$ cat config.mk
export PLATFORM = sky130hd
export DESIGN_NAME = rr_arbiter4way16
export DESIGN_NICKNAME = d
export VERILOG_FILES = /design/src/rtl/rr_arbiter4way16.sv
export SDC_FILE = /design/constraint.sdc
export NUM_CORES = 1
export LEC_CHECK = 0
export BUFFER_PORTS_ARGS = -buffer_cell sky130_fd_sc_hd__buf_2
export CELL_PAD_IN_SITES_DETAIL_PLACEMENT = 0
export CELL_PAD_IN_SITES_GLOBAL_PLACEMENT = 2
export CORE_MARGIN = 4
export CORE_UTILIZATION = 29
export CTS_CLUSTER_DIAMETER = 100
export DETAILED_ROUTE_END_ITERATION = 12
export PLACE_DENSITY = 0.89
export SYNTH_ARGS = -nofsm -noshare
export SYNTH_HDL_FRONTEND = slang
export SYNTH_SLANG_ARGS = --single-unit
$ cat constraint.sdc
create_clock -name clk -period 4.53 [get_ports clk]
set_clock_uncertainty 0.05 [all_clocks]
set_input_delay 1.359 -clock clk [delete_from_list [all_inputs] [get_ports clk]]
set_output_delay 1.359 -clock clk [all_outputs]
set_load 0.01 [all_outputs]
$ cat src/rtl/rr_arbiter4way16.sv
// Round-robin packet arbiter sharing one 16-bit channel among four requesters.
// A grant is locked for a whole packet, or until MAX_BEATS beats have moved.
// Each beat passes through a single-entry output register with valid/ready
// handshakes on both sides.

module mux4way16 (
    input  logic [15:0] d0,
    input  logic [15:0] d1,
    input  logic [15:0] d2,
    input  logic [15:0] d3,
    input  logic [1:0]  s,
    output logic [15:0] y
);

    // Select one of four 16-bit sources.
    always_comb begin
        case (s)
            2'd0:    y = d0;
            2'd1:    y = d1;
            2'd2:    y = d2;
            2'd3:    y = d3;
            default: y = 16'h0000;
        endcase
    end

endmodule

module rr_arbiter4way16 #(
    parameter int MAX_BEATS = 16
) (
    input  logic        clk,
    input  logic        rst_n,
    input  logic [3:0]  in_valid,
    input  logic [3:0]  in_last,
    input  logic [15:0] in_data0,
    input  logic [15:0] in_data1,
    input  logic [15:0] in_data2,
    input  logic [15:0] in_data3,
    output logic [3:0]  in_ready,
    output logic        out_valid,
    output logic [15:0] out_data,
    output logic        out_last,
    output logic [1:0]  out_src,
    input  logic        out_ready,
    output logic [1:0]  sel,
    output logic        busy
);

    localparam int CW = $clog2(MAX_BEATS + 1);
    localparam logic [CW-1:0] MAX_C = CW'(MAX_BEATS);

    typedef enum logic [0:0] {
        ST_IDLE = 1'b0,
        ST_LOCK = 1'b1
    } state_t;

    state_t         state_r;
    logic [1:0]     ptr_r;
    logic [1:0]     sel_r;
    logic [CW-1:0]  cnt_r;
    logic           busy_r;
    logic           out_valid_r;
    logic [15:0]    out_data_r;
    logic           out_last_r;
    logic [1:0]     out_src_r;

    logic [15:0]    mux_y_s;
    logic [1:0]     grant_s;
    logic           accept_s;
    logic           xfer_s;
    logic           release_s;
    logic [CW-1:0]  cnt_inc_s;

    // First requester with valid high, searching ptr+1, ptr+2, ptr+3, ptr.
    function automatic logic [1:0] rr_pick(input logic [1:0] ptr, input logic [3:0] req);
        logic [1:0] idx;
        logic [1:0] pick;
        logic       found;
        pick  = ptr;
        found = 1'b0;
        for (int k = 1; k <= 4; k++) begin
            idx = ptr + k[1:0];
            if (!found && req[idx]) begin
                pick  = idx;
                found = 1'b1;
            end
        end
        return pick;
    endfunction

    mux4way16 u_mux (
        .d0 (in_data0),
        .d1 (in_data1),
        .d2 (in_data2),
        .d3 (in_data3),
        .s  (sel_r),
        .y  (mux_y_s)
    );

    assign grant_s   = rr_pick(ptr_r, in_valid);
    assign accept_s  = !out_valid_r || out_ready;
    assign xfer_s    = (state_r == ST_LOCK) && accept_s && in_valid[sel_r];
    assign cnt_inc_s = cnt_r + CW'(1);
    assign release_s = xfer_s && (in_last[sel_r] || (cnt_inc_s == MAX_C));

    // Ready goes only to the granted requester, and only when the output slot can take a beat.
    always_comb begin
        in_ready = 4'b0000;
        if ((state_r == ST_LOCK) && accept_s) begin
            in_ready[sel_r] = 1'b1;
        end else begin
            in_ready = 4'b0000;
        end
    end

    // Grant FSM: pick a requester in IDLE, hold it through the packet in LOCK.
    always_ff @(posedge clk or negedge rst_n) begin
        if (!rst_n) begin
            state_r <= ST_IDLE;
            ptr_r   <= 2'd3;
            sel_r   <= 2'd0;
            cnt_r   <= '0;
            busy_r  <= 1'b0;
        end else begin
            case (state_r)
                ST_IDLE: begin
                    if (|in_valid) begin
                        sel_r   <= grant_s;
                        cnt_r   <= '0;
                        state_r <= ST_LOCK;
                        busy_r  <= 1'b1;
                    end
                end
                ST_LOCK: begin
                    if (xfer_s) begin
                        cnt_r <= cnt_inc_s;
                        if (release_s) begin
                            state_r <= ST_IDLE;
                            busy_r  <= 1'b0;
                            ptr_r   <= sel_r;
                        end
                    end
                end
                default: begin
                    state_r <= ST_IDLE;
                    busy_r  <= 1'b0;
                end
            endcase
        end
    end

    // Output stage: fill on transfer, drain on consumer ready; both may happen together.
    always_ff @(posedge clk or negedge rst_n) begin
        if (!rst_n) begin
            out_valid_r <= 1'b0;
            out_data_r  <= 16'h0000;
            out_last_r  <= 1'b0;
            out_src_r   <= 2'd0;
        end else if (xfer_s) begin
            out_valid_r <= 1'b1;
            out_data_r  <= mux_y_s;
            out_last_r  <= in_last[sel_r];
            out_src_r   <= sel_r;
        end else if (out_ready) begin
            out_valid_r <= 1'b0;
        end
    end

    assign out_valid = out_valid_r;
    assign out_data  = out_data_r;
    assign out_last  = out_last_r;
    assign out_src   = out_src_r;
    assign sel       = sel_r;
    assign busy      = busy_r;

endmodule

==> reports/qor.tcl <==
set qor(firstDrtPassIters) 4
set qor(synthesis.instances) 142
set qor(timing.final.setup_violations) 0
set qor(cp.arrival_ns) 2.12
set qor(cell_internal_pwr_mw) 1.07
set qor(maxSlewViolCount) 0
set qor(synthArstFlopShare_pct) 100
set qor(cts-resized-gates) 0
set qor(worst_hold_path.endpoint) {out_data[13]}
set qor(synth_top_cells_by_area) {dfrtp_1 (39%), mux4_2 (22%), mux2_2 (10%)}
set qor(final_core_utilization_pct) 41.4
set qor(floorplan.initialDensity_pct) 30.6
set qor(mapped_nets) 218
set qor(route.detailed.wl_per_inst_um) 15.3
set qor(grt_setup_unrepaired) {no}
set qor(power.density_cell_area_nw_per_um2) 663
set qor(yosys_register_bits) 31
set qor(timing.fmax_ghz) 0.283
set qor(power.switching_fraction_pct) 36.2
set qor(sequentialPowerShare_pct) 32.9
set qor(ys_dominant_reg_cell) {dfrtp_1}
set qor(clock_insertion_delay_at_the_later_pin_of_the_skew_report_ns) 0.28
set qor(layout-area-overhead-vs-synth_pct) 35.2
set qor(pwr-share-clk_pct) 17.0
set qor(total_nets_final) 316
set qor(yosys-top-cells-count) {dfrtp_1 (29), mux4_2 (18), mux2_2 (17)}
set qor(syn-mean-instance-area_um2) 13.1
set qor(drt-vias-per-instance) 4.94
set qor(placementRows) 28
set qor(io_pins) 102
set qor(num_vias) 1561
set qor(fin_area_um2) 2520
set qor(timing.critical_path.from_type) {primary input}
set qor(total_leakage_power_nw) 1.19
set qor(drt_iter0_markers) 54
set qor(timing.critical_path.to_type) {primary output}
set qor(worst-path-max-fanout) 5
set qor(final.period_utilization_pct) 77.9
set qor(remaining_drc_errors) 0
set qor(hold_path_startpoint) {out_data[13]}
set qor(reg2reg_to) {ptr_r[0]}
set qor(detailedPlacementHpwl_mm) 3.68
set qor(cts_max_level) 2
set qor(classification_of_the_worst_setup_path) {primary input to primary output}
set qor(final.min_clock_period_ns) 3.53
set qor(fin_worst_hold_slack_ns) 0.441
set qor(num-fill-cells) 595
set qor(distinct_cell_type_count_of_the_synthesized_netlist) 39
set qor(ys_seq_area_share_pct) 41.7
set qor(gr-usage-all-layers_pct) 12.5
set qor(area_post_placement_um2) 2400
set qor(cts_tree) {yes}
set qor(timing_worst_slew_pin_value_ns) 0.682
set qor(grt.overflow.total) 0
set qor(cts-buffers-inserted) 5
set qor(diodes) 0
set qor(timing.max_cap.violations) 0
set qor(post-synth-top-area-cell) {dfrtp_1}
set qor(crit_start) {out_ready}
set qor(chipWidth_um) 88.2
set qor(die_height_um) 88.2
set qor(run_status) {finished clean}
set qor(die-area_um2) 7780
set qor(vdd_ir_drop_max_mv) 0.251
set qor(reg2regPathDepth) 4
set qor(floorplan_core_area_um2) 6100
set qor(cts_num_sinks) 31
set qor(hold_buffers) 0
set qor(max_slew_margin_pct) 54.6
set qor(final_hold_viol_count) 0
set qor(combinational_power_share_pct) 50.2
set qor(synthesis.yosys.warnings) 0
set qor(post-cts-setup-buffer-count) 0
set qor(first_global_vias) 1546
set qor(initial_antenna_violation_count) 0
set qor(clkSlewWorstSetupHoldPaths_ns) 0.07
set qor(synth_area_um2) 1860
set qor(p_total_mw) 1.67
set qor(setup_total_negative_slack_ns) 0
set qor(gp_congestion) 0.743
set qor(min_path_type) {flip-flop to flip-flop}
set qor(drtAntennaViolNets) 0
set qor(power.switching_mw) 0.606
set qor(rrSetupSlack_ns) 2.07
set qor(port-buffer-count) 101
set qor(wirelength_mm) 4.82
set qor(grt_max_degree) 32
set qor(first_pass_grt_wire_length_mm) 7.45
set qor(synth_largest_type_area_fraction_pct) 38.9
set qor(beginning_of_the_worst_register_to_register_path) {sel[0]}
set qor(clockRootBuffer) {clkbuf_8}
set qor(timing.hold.worst_path_depth) 1
set qor(clock_path_buffers) 2
set qor(synthMostInstantiatedCell) {dfrtp_1}
set qor(worst-endpoint-required_ns) 3.12
set qor(share_of_cells_above_drive_strength_1_pct) 64.3
set qor(synth-edff-count) 0
[power by group through the flow]
stage	clock network (mW)	registers, mW	logic (mW)
detailed placement	0	0.559	0.860
finish	0.283	0.549	0.838
global placement	0	0.552	0.855
global route	0.305	0.577	0.926
CTS	0.295	0.555	0.862
floorplan	0	0.550	0.627
[critical path: stages]
cell and delay, ns:
buf_2 0.07, nand2b_1 0.18, nand2_1 0.14, nor3b_1 0.20
buf_2 0.16
[per-stage QoR]
step / setup slack [ns] / std cells
final: 1.00 / 316
after global routing: 0.941 / 316
after CTS: 0.994 / 316
after detailed placement: 1.00 / 308
after global placement: 0.998 / 308
after floorplan: 1.17 / 142
[logic make-up after synthesis]
group | Yosys count | synth area share, %
mux | 41 | 35.9
fa+ha+maj | 1 | 0.671
compound gates | 19 | 6.71
flops | 31 | 41.7
simple gates | 30 | 8.79
xor+xnor | 2 | 0.940
buf+inv | 18 | 5.23
[flip-flops by register name (all words and copies together) (netlist names)]
| register | cells |
|---|---|
| out_data | 16 |
| cnt_r | 5 |
| out_src | 2 |
| ptr_r | 2 |
| sel | 2 |
| busy | 1 |
| out_last | 1 |
| out_valid | 1 |
| state_r | 1 |
[cell type report]
class | count | area, µm² | share of cell area, %
timing repair buffer | 103 | 520 | 20.6
clock inverter | 2 | 35.0 | 1.39
multi-input combinational | 93 | 988 | 39.2
clock buffer | 6 | 82.6 | 3.28
sequential | 31 | 778 | 30.9
tap | 75 | 93.8 | 3.72
inverter | 6 | 22.5 | 0.893
[placed cells by master (no fill, tap or decap), drive strengths merged, types with 3 or more instances in the layout]
master,netlist,routed
nand2b,3,3
buf,7,103
nor2,3,3
nor3b,3,3
inv,6,6
nand3,5,5
o21ai,8,8
a21oi,3,3
nand2,9,9
clkbuf,5,6
mux2,21,21
mux4,18,18
dfrtp,29,29
[worst max-delay path by stage]
stage	cells past startpoint	slack [ns]	end
after floorplan	3	1.17	in_ready[1]
after global placement	5	1.0	in_ready[1]
after detailed placement	5	1.00	in_ready[2]
after CTS	5	0.99	in_ready[2]
after global routing	5	0.94	in_ready[1]
final	5	1.00	in_ready[2]
[routing by layer]
| metal | GRT usage [%] | vias up | part of all wire, % |
|---|---|---|---|
| met3 | 3.39 | 5 | 9.3 |
| met4 | 4.12 | 0 | 1.3 |
| met5 | 0 | - | 0 |
| met1 | 15.7 | 752 | 40 |
| li1 | - | 733 | - |
| met2 | 20.8 | 71 | 50 |
No activity file was read; power rests on OpenSTA's default activity.
